### src/rtl/instr_sequencer.sv
// Multi-cycle sequencer: walks each instruction through FETCH/DECODE/EXEC/MEM/WB,
// issuing datapath strobes, guarding memory waits with a timeout, counting retirements.
module instr_sequencer #(
  parameter int unsigned MEM_TIMEOUT = 15,
  parameter int unsigned CNT_W       = 32
) (
  input  logic             clk,
  input  logic             reset,
  input  logic             run,
  input  logic             halt_req,
  input  logic             imem_ack,
  input  logic             dmem_ack,
  input  logic             data_read,
  input  logic             data_write,
  input  logic             reg_write,
  input  logic [2:0]       branch_type,
  input  logic             branch_taken,
  output logic             imem_req,
  output logic             ir_load,
  output logic             pc_load,
  output logic             pc_src,
  output logic             dmem_rd,
  output logic             dmem_wr,
  output logic             rf_we,
  output logic             busy,
  output logic             bus_error,
  output logic [2:0]       state,
  output logic [CNT_W-1:0] retired
);

  typedef enum logic [2:0] {
    IDLE   = 3'd0,
    FETCH  = 3'd1,
    DECODE = 3'd2,
    EXEC   = 3'd3,
    MEM    = 3'd4,
    WB     = 3'd5,
    ERROR  = 3'd6
  } state_t;

  localparam int unsigned WAIT_W = (MEM_TIMEOUT < 2) ? 1 : $clog2(MEM_TIMEOUT + 1);
  localparam logic [WAIT_W-1:0] WAIT_LAST = WAIT_W'((MEM_TIMEOUT == 0) ? 0 : MEM_TIMEOUT - 1);

  state_t            cur, nxt;
  logic [WAIT_W-1:0] wait_cnt, wait_nxt;
  logic              op_rd, op_wr;
  logic              retire;
  logic              timeout_hit;

  always_ff @(posedge clk or posedge reset) begin
    if (reset) begin
      cur      <= IDLE;
      wait_cnt <= '0;
      op_rd    <= 1'b0;
      op_wr    <= 1'b0;
      retired  <= '0;
    end else begin
      cur      <= nxt;
      wait_cnt <= wait_nxt;
      // Decode is only valid in EXEC; hold it for the MEM phase.
      if (cur == EXEC) begin
        op_rd <= data_read;
        op_wr <= data_write;
      end
      if (retire) retired <= retired + CNT_W'(1);
    end
  end

  assign timeout_hit = (MEM_TIMEOUT != 0) && (wait_cnt == WAIT_LAST);

  always_comb begin
    nxt      = cur;
    wait_nxt = '0;
    ir_load  = 1'b0;
    pc_load  = 1'b0;
    pc_src   = 1'b0;
    retire   = 1'b0;
    case (cur)
      IDLE:   if (run) nxt = FETCH;
      FETCH: begin
        if (imem_ack) begin
          ir_load = 1'b1;
          nxt     = DECODE;
        end else if (timeout_hit) begin
          nxt = ERROR;
        end else begin
          wait_nxt = wait_cnt + WAIT_W'(1);
        end
      end
      DECODE: nxt = EXEC;
      EXEC: begin
        if (data_read && data_write)      nxt = ERROR;
        else if (data_read || data_write) nxt = MEM;
        else if (reg_write)               nxt = WB;
        else begin
          retire = 1'b1;
          pc_src = (branch_type != 3'd0) && branch_taken;
        end
      end
      MEM: begin
        if (dmem_ack) begin
          if (op_rd) nxt = WB;
          else       retire = 1'b1;
        end else if (timeout_hit) begin
          nxt = ERROR;
        end else begin
          wait_nxt = wait_cnt + WAIT_W'(1);
        end
      end
      WB:      retire = 1'b1;
      ERROR:   nxt = ERROR;
      default: nxt = ERROR;
    endcase
    if (retire) begin
      pc_load = 1'b1;
      nxt     = (run && !halt_req) ? FETCH : IDLE;
    end
  end

  always_comb begin
    imem_req  = (cur == FETCH);
    dmem_rd   = (cur == MEM) && op_rd;
    dmem_wr   = (cur == MEM) && op_wr;
    rf_we     = (cur == WB);
    busy      = (cur != IDLE) && (cur != ERROR);
    bus_error = (cur == ERROR);
    state     = cur;
  end

endmodule

### config.mk
export PLATFORM = sky130hd
export DESIGN_NAME = instr_sequencer
export DESIGN_NICKNAME = d
export VERILOG_FILES = /design/src/rtl/instr_sequencer.sv
export SDC_FILE = /design/constraint.sdc
export NUM_CORES = 1
export LEC_CHECK = 0
export BUFFER_PORTS_ARGS = -buffer_cell sky130_fd_sc_hd__buf_2
export CORE_UTILIZATION = 41
export CTS_CLUSTER_SIZE = 14
export DETAILED_ROUTE_END_ITERATION = 8
export GPL_TIMING_DRIVEN = 0
export PLACE_DENSITY_LB_ADDON = 0.1
export SLEW_MARGIN = 10
export SYNTH_ARGS = -nofsm -noshare
export SYNTH_HDL_FRONTEND = slang
export SYNTH_SLANG_ARGS = --single-unit
### constraint.sdc
create_clock -name clk -period 3.74 [get_ports clk]
set_clock_uncertainty 0.2 [all_clocks]
set_input_delay 0.187 -clock clk [delete_from_list [all_inputs] [get_ports clk]]
set_output_delay 0.187 -clock clk [all_outputs]
set_load 0.01 [all_outputs]
### Yosys cells after proc, flatten, opt, wreduce, memory -nomap -nowiden

Index checks and enable logic that the tools add are counted.

* register bits: 41
* latch bits: 0
* bits in writable memories: 0
* ROM bits: 0
* input port bits: 13
* output and inout bits: 44
* logic and storage cells: 59
* memories: 0

* add/sub/neg operators: 2
* $mul: 0
* div/mod/pow operators: 0
* order comparisons: 0
* equality and inequality tests: 12
* shift-type cells: 0
* mux-type cells: 28
* bitwise gates (word level): 0
* reduce and logical (&&, ||, !) cells: 12

Operator list (number)
* $add 32x1->32 const B: 1
* $mux 3: 9
* $pmux 3 s6: 1
* $mux 1: 13
* $mux 4: 3
* $eq 3x3->1 const B: 3
* $pmux 4 s2: 1
* $eq 3x2->1 const B: 2
* $logic_and 1x1->1: 6
* $ne 3x3->1 const B: 2
* $reduce_bool 3->1: 2
* $ne 5x3->1 const B: 1
* $add 4x1->4 const B: 1
* $eq 4x4->1 const B: 1
* $ne 4x4->1 const B: 1
* $reduce_and 4->1: 1
* $eq 3x1->1 const B: 1
* $logic_not 3->1: 1
* $pmux 1 s3: 1
* $ne 2x1->1 const B: 1
* $logic_not 1->1: 1
* $logic_or 1x1->1: 1

### Logic depth before layout (Yosys ltp)

* depth after elaboration: 6
* gate-level depth with buffers: 7
* mapped depth without buffers: 6

### Least setup slack after synthesis

No wires, ideal clock.

* path kind: register to register
* start: reg cur[2] (netlist: state[2])
* end: reg retired[1]
* library setup time: 0.125 ns
* arrival time: 1.574 ns
* required time: 3.415 ns
* path slack: 1.841 ns
* cell stages (with the launch flop): 6
* buffers on the path: 1
* period minus slack after synthesis: 1.899 ns
* path through: dfrtp_1 -> nand3b_2 -> nor4_4 -> or2_0 -> buf_2 -> mux2_2

* cells in the longest elaborated chain, start to end: 2
* elaborated cells on any way between the ends: 4
* those cells by class: eq/ne (3); mux (1)

Ends and longest elaborated chain
* start, declared: line 44 `state_t cur, nxt;`
* start signal, assigned: line 58 `cur <= nxt;`
* $eq 3x3->1 / $eq 3x2->1 (equally long branches): line 78 `case (cur)`
* $pmux 1 s3 (*): line 78
* end signal, assigned: line 65 `if (retire) retired <= retired + CNT_W'(1);`
* end, declared: line 28 `output logic [CNT_W-1:0] retired`

Mark *: on every way between the ends. The rest lies on a longest branch, timed or not.
A chain may end at the register's enable or synchronous reset.

### Worst setup path after layout

* start: reg cur[2] (netlist: state[2])
* end: reg cur[0] (netlist: state[0])

* cells in the longest elaborated chain, start to end: 4
* elaborated cells on any way between the ends: 14
* those cells by class: eq/ne (9); mux (3); reduce/logical (2)

Ends and longest elaborated chain (line)
* $eq 3x3->1 / $eq 3x2->1 (equally long branches): 78
* $pmux 1 s3: 78
* $ne 5x3->1 (no source line) (tied with other cells)
* $reduce_and 4->1 (no source line)

Several ways; a longest one is shown, not always the timed one.

==> results.py <==
metrics = {
    "status": {
        "status": "completed",
    },
    "placed_design": {
        "portBuffers": 56,
        "place_ws_ns": 1.66,
        "post-place-cells": 326,
        "gp_congestion": 0.821,
        "hpwl_microns": 3110,
        "placed_area_sq_um": 2450,
    },
    "setup_path": {
        "endpoint_kind": "flip-flop",
        "cpMaxStageDelayCell": "dlygate4sd3_1",
        "critPathBufInv": 2,
        "crit_start": "state[2]$_DFFE_PP0P_",
        "rrSetupSlack_ns": 1.34,
        "path_delay_family": "simple AND/OR/NAND/NOR gates",
        "cp_data_required_time_ns": 3.73,
        "r2r_start": "state[2]$_DFFE_PP0P_",
        "worstPathCellList": "nand3b_2 -> nor4_4 -> or2_0 -> buf_2 -> nand3b_1 -> dlygate4sd3_1 -> o41ai_2",
        "ff2ff_path_depth": 7,
        "critical_path.max_fanout": 8,
        "worst-setup-path-type": "flip-flop to flip-flop",
        "critical_path_arrival_ns": 2.38,
        "cp_num_cells": 7,
        "cpPeakStageDelay_ns": 0.57,
        "start_kind": "flip-flop",
    },
    "sta": {
        "min_period_over_period": 0.641,
        "setup_viol": 0,
        "setup_slack_ns": 1.34,
        "setup_tns_ns": 0,
        "max_freq_mhz": 417,
        "hold_ws_ns": 0.0203,
        "hold_viol_final": 0,
        "rsz0062_at_grt": "no",
        "layout_min_cycle_time_ns": 2.40,
        "tightestPinTransition_ns": 0.559,
        "slew_headroom": 0.625,
        "slew_violations": 0,
    },
    "layout": {
        "fin_nets": 285,
        "diodes": 0,
        "drive_gt1_frac": 0.285,
        "final_area_sq_um": 2580,
        "fill_cells": 451,
        "fin_util": 0.540,
        "layout.cells.most_common_list": "57 x buf_2, 41 x dfrtp_1, 21 x nand3_1, 21 x xnor2_1, 20 x nor2_1",
        "areaGrowthSynthToFinish_pct": 24.9,
        "mostFrequentLayoutCell": "buf_2",
        "final_cells": 337,
    },
    "cts": {
        "cts.repair.resized": 0,
        "cts_buffers": 5,
        "clk_latency_ns": 0.28,
        "clock_path_buffers": 2,
        "cts_max_level": 2,
        "holdBufCountCts": 3,
        "clk_pin_slew_ns": 0.08,
        "post_cts_buffers": 0,
        "clkSinkCount": 41,
        "cts_root_buffer": "clkbuf_8",
        "tritoncts": "built",
    },
    "yosys": {
        "ys_seq_area_frac": 0.496,
        "syn_area_sq_um": 2070,
        "avgSynthCellArea_sq_um": 10.2,
        "netlist_instances": 202,
        "synth-simple-area-share": 0.249,
        "synth-seq-cells": 41,
        "synth_compound_area_frac": 0.0514,
        "synthAdderAreaFrac": 0.0181,
        "ys_warn_count": 0,
        "synth_xor_xnor_area_share": 0.140,
        "ys_types": 35,
        "synth_top_family_by_area": "simple AND/OR/NAND/NOR gates",
        "syn_nets": 218,
        "synth.area.mux_share": 0.0163,
    },
    "power": {
        "power.density_nw_per_um2": 519,
        "finalPower_mw": 1.34,
        "ir_worst_vdd_uv": 249,
        "leakagePower_nw": 1.30,
    },
    "run": {
        "cap_violations": 0,
    },
    "die": {
        "die_h_microns": 73.0,
        "core-area_sq_um": 4790,
        "initial_core_util": 0.432,
        "row_count": 25,
        "die_x_microns": 73.0,
        "io_pins": 57,
        "die_area_sq_um": 5340,
    },
    "global_route": {
        "grt_max_degree": 31,
        "grt_pass1_vias": 1535,
        "antenna_found_initial": 0,
        "grt_pass1_wl_microns": 7030,
        "overflow": 0,
        "grt_use_total": 0.172,
    },
    "routing": {
        "viasPerCell": 5.00,
        "dr_total_vias": 1684,
        "routedWlPerCell_microns": 12.5,
        "wl_microns": 4220,
        "first_pass_iters": 4,
        "drc_errors": 0,
        "drt-initial-drc-count": 112,
        "drtAntennaViolNets": 0,
    },
    "worst_hold_path": {
        "hp-class": "input pin to flip-flop",
        "min-delay-start": "data_read",
        "whs_path_depth": 2,
    },
}
## routing by layer
layer	global-route usage	part of all wire
met4	0.0588	0.0062
met1	0.231	0.47
met5	0	0
met3	0.0483	0.064
met2	0.267	0.46
## path summary, 6_finish.rpt
check	end
max in group asynchronous	retired[24]$_DFFE_PP0P_
setup / recovery	state[0]$_DFFE_PP0P_
min in group asynchronous	retired[17]$_DFFE_PP0P_
setup reg to reg	state[0]$_DFFE_PP0P_
hold reg to reg	retired[31]$_DFFE_PP0P_
hold / removal	op_rd$_DFFE_PP0P_
## flip-flops by register name, summed over array words and instances, names as in the netlist
signal / cells
op_rd: 1
op_wr: 1
retired: 32
state: 3
wait_cnt: 4
## report_power, final
| part | switching, mW | internal (mW) | total (mW) |
|---|---|---|---|
| Sequential | 0.0608 | 0.505 | 0.566 |
| Clock | 0.142 | 0.167 | 0.309 |
| Combinational | 0.272 | 0.194 | 0.466 |
| Total | 0.475 | 0.866 | 1.34 |
## cell usage after synthesis (all sizes together)
master | instances | share of area
a221oi | 1 | 0.0042
clkbuf | 4 | 0.0073
and2 | 5 | 0.015
nor3 | 8 | 0.019
and4 | 1 | 0.0042
or4 | 1 | 0.0036
or3 | 2 | 0.0060
or2 | 1 | 0.0030
inv | 6 | 0.011
o41ai | 1 | 0.0079
dfrtp | 41 | 0.50
nand3 | 21 | 0.051
nand2 | 8 | 0.015
ha | 3 | 0.018
nand4 | 8 | 0.024
nor2 | 20 | 0.036
nor4 | 4 | 0.027
and3 | 7 | 0.021
xnor2 | 21 | 0.089
nor2b | 3 | 0.0091
o311a | 1 | 0.0048
o21ai | 6 | 0.015
mux2 | 3 | 0.016
nand2b | 2 | 0.0060
nand3b | 2 | 0.0091
xor2 | 12 | 0.051
buf | 3 | 0.011
o21a | 2 | 0.0079
a21oi | 5 | 0.012
## layout make-up
| cell class | instances | area [sq um] | area share |
|---|---|---|---|
| clock inverters | 1 | 5.00 | 0.00194 |
| flip-flops and latches | 41 | 1030 | 0.397 |
| multi-input cells | 148 | 982 | 0.380 |
| plain buffers | 7 | 38.8 | 0.0150 |
| repair buffers | 60 | 330 | 0.128 |
| well taps | 67 | 83.8 | 0.0324 |
| inverters | 6 | 22.5 | 0.00871 |
| clock buffers | 7 | 96.3 | 0.0373 |
## kinds of logic after synthesis
group | Yosys count
AOI/OAI and AO/OA | 16
DFF | 41
muxes | 3
and+or+nand+nor | 93
buffers and inverters | 13
adders and majority gates | 3
xor gates and xnor gates | 33
Note: power is estimated with default switching activity, not from simulation.
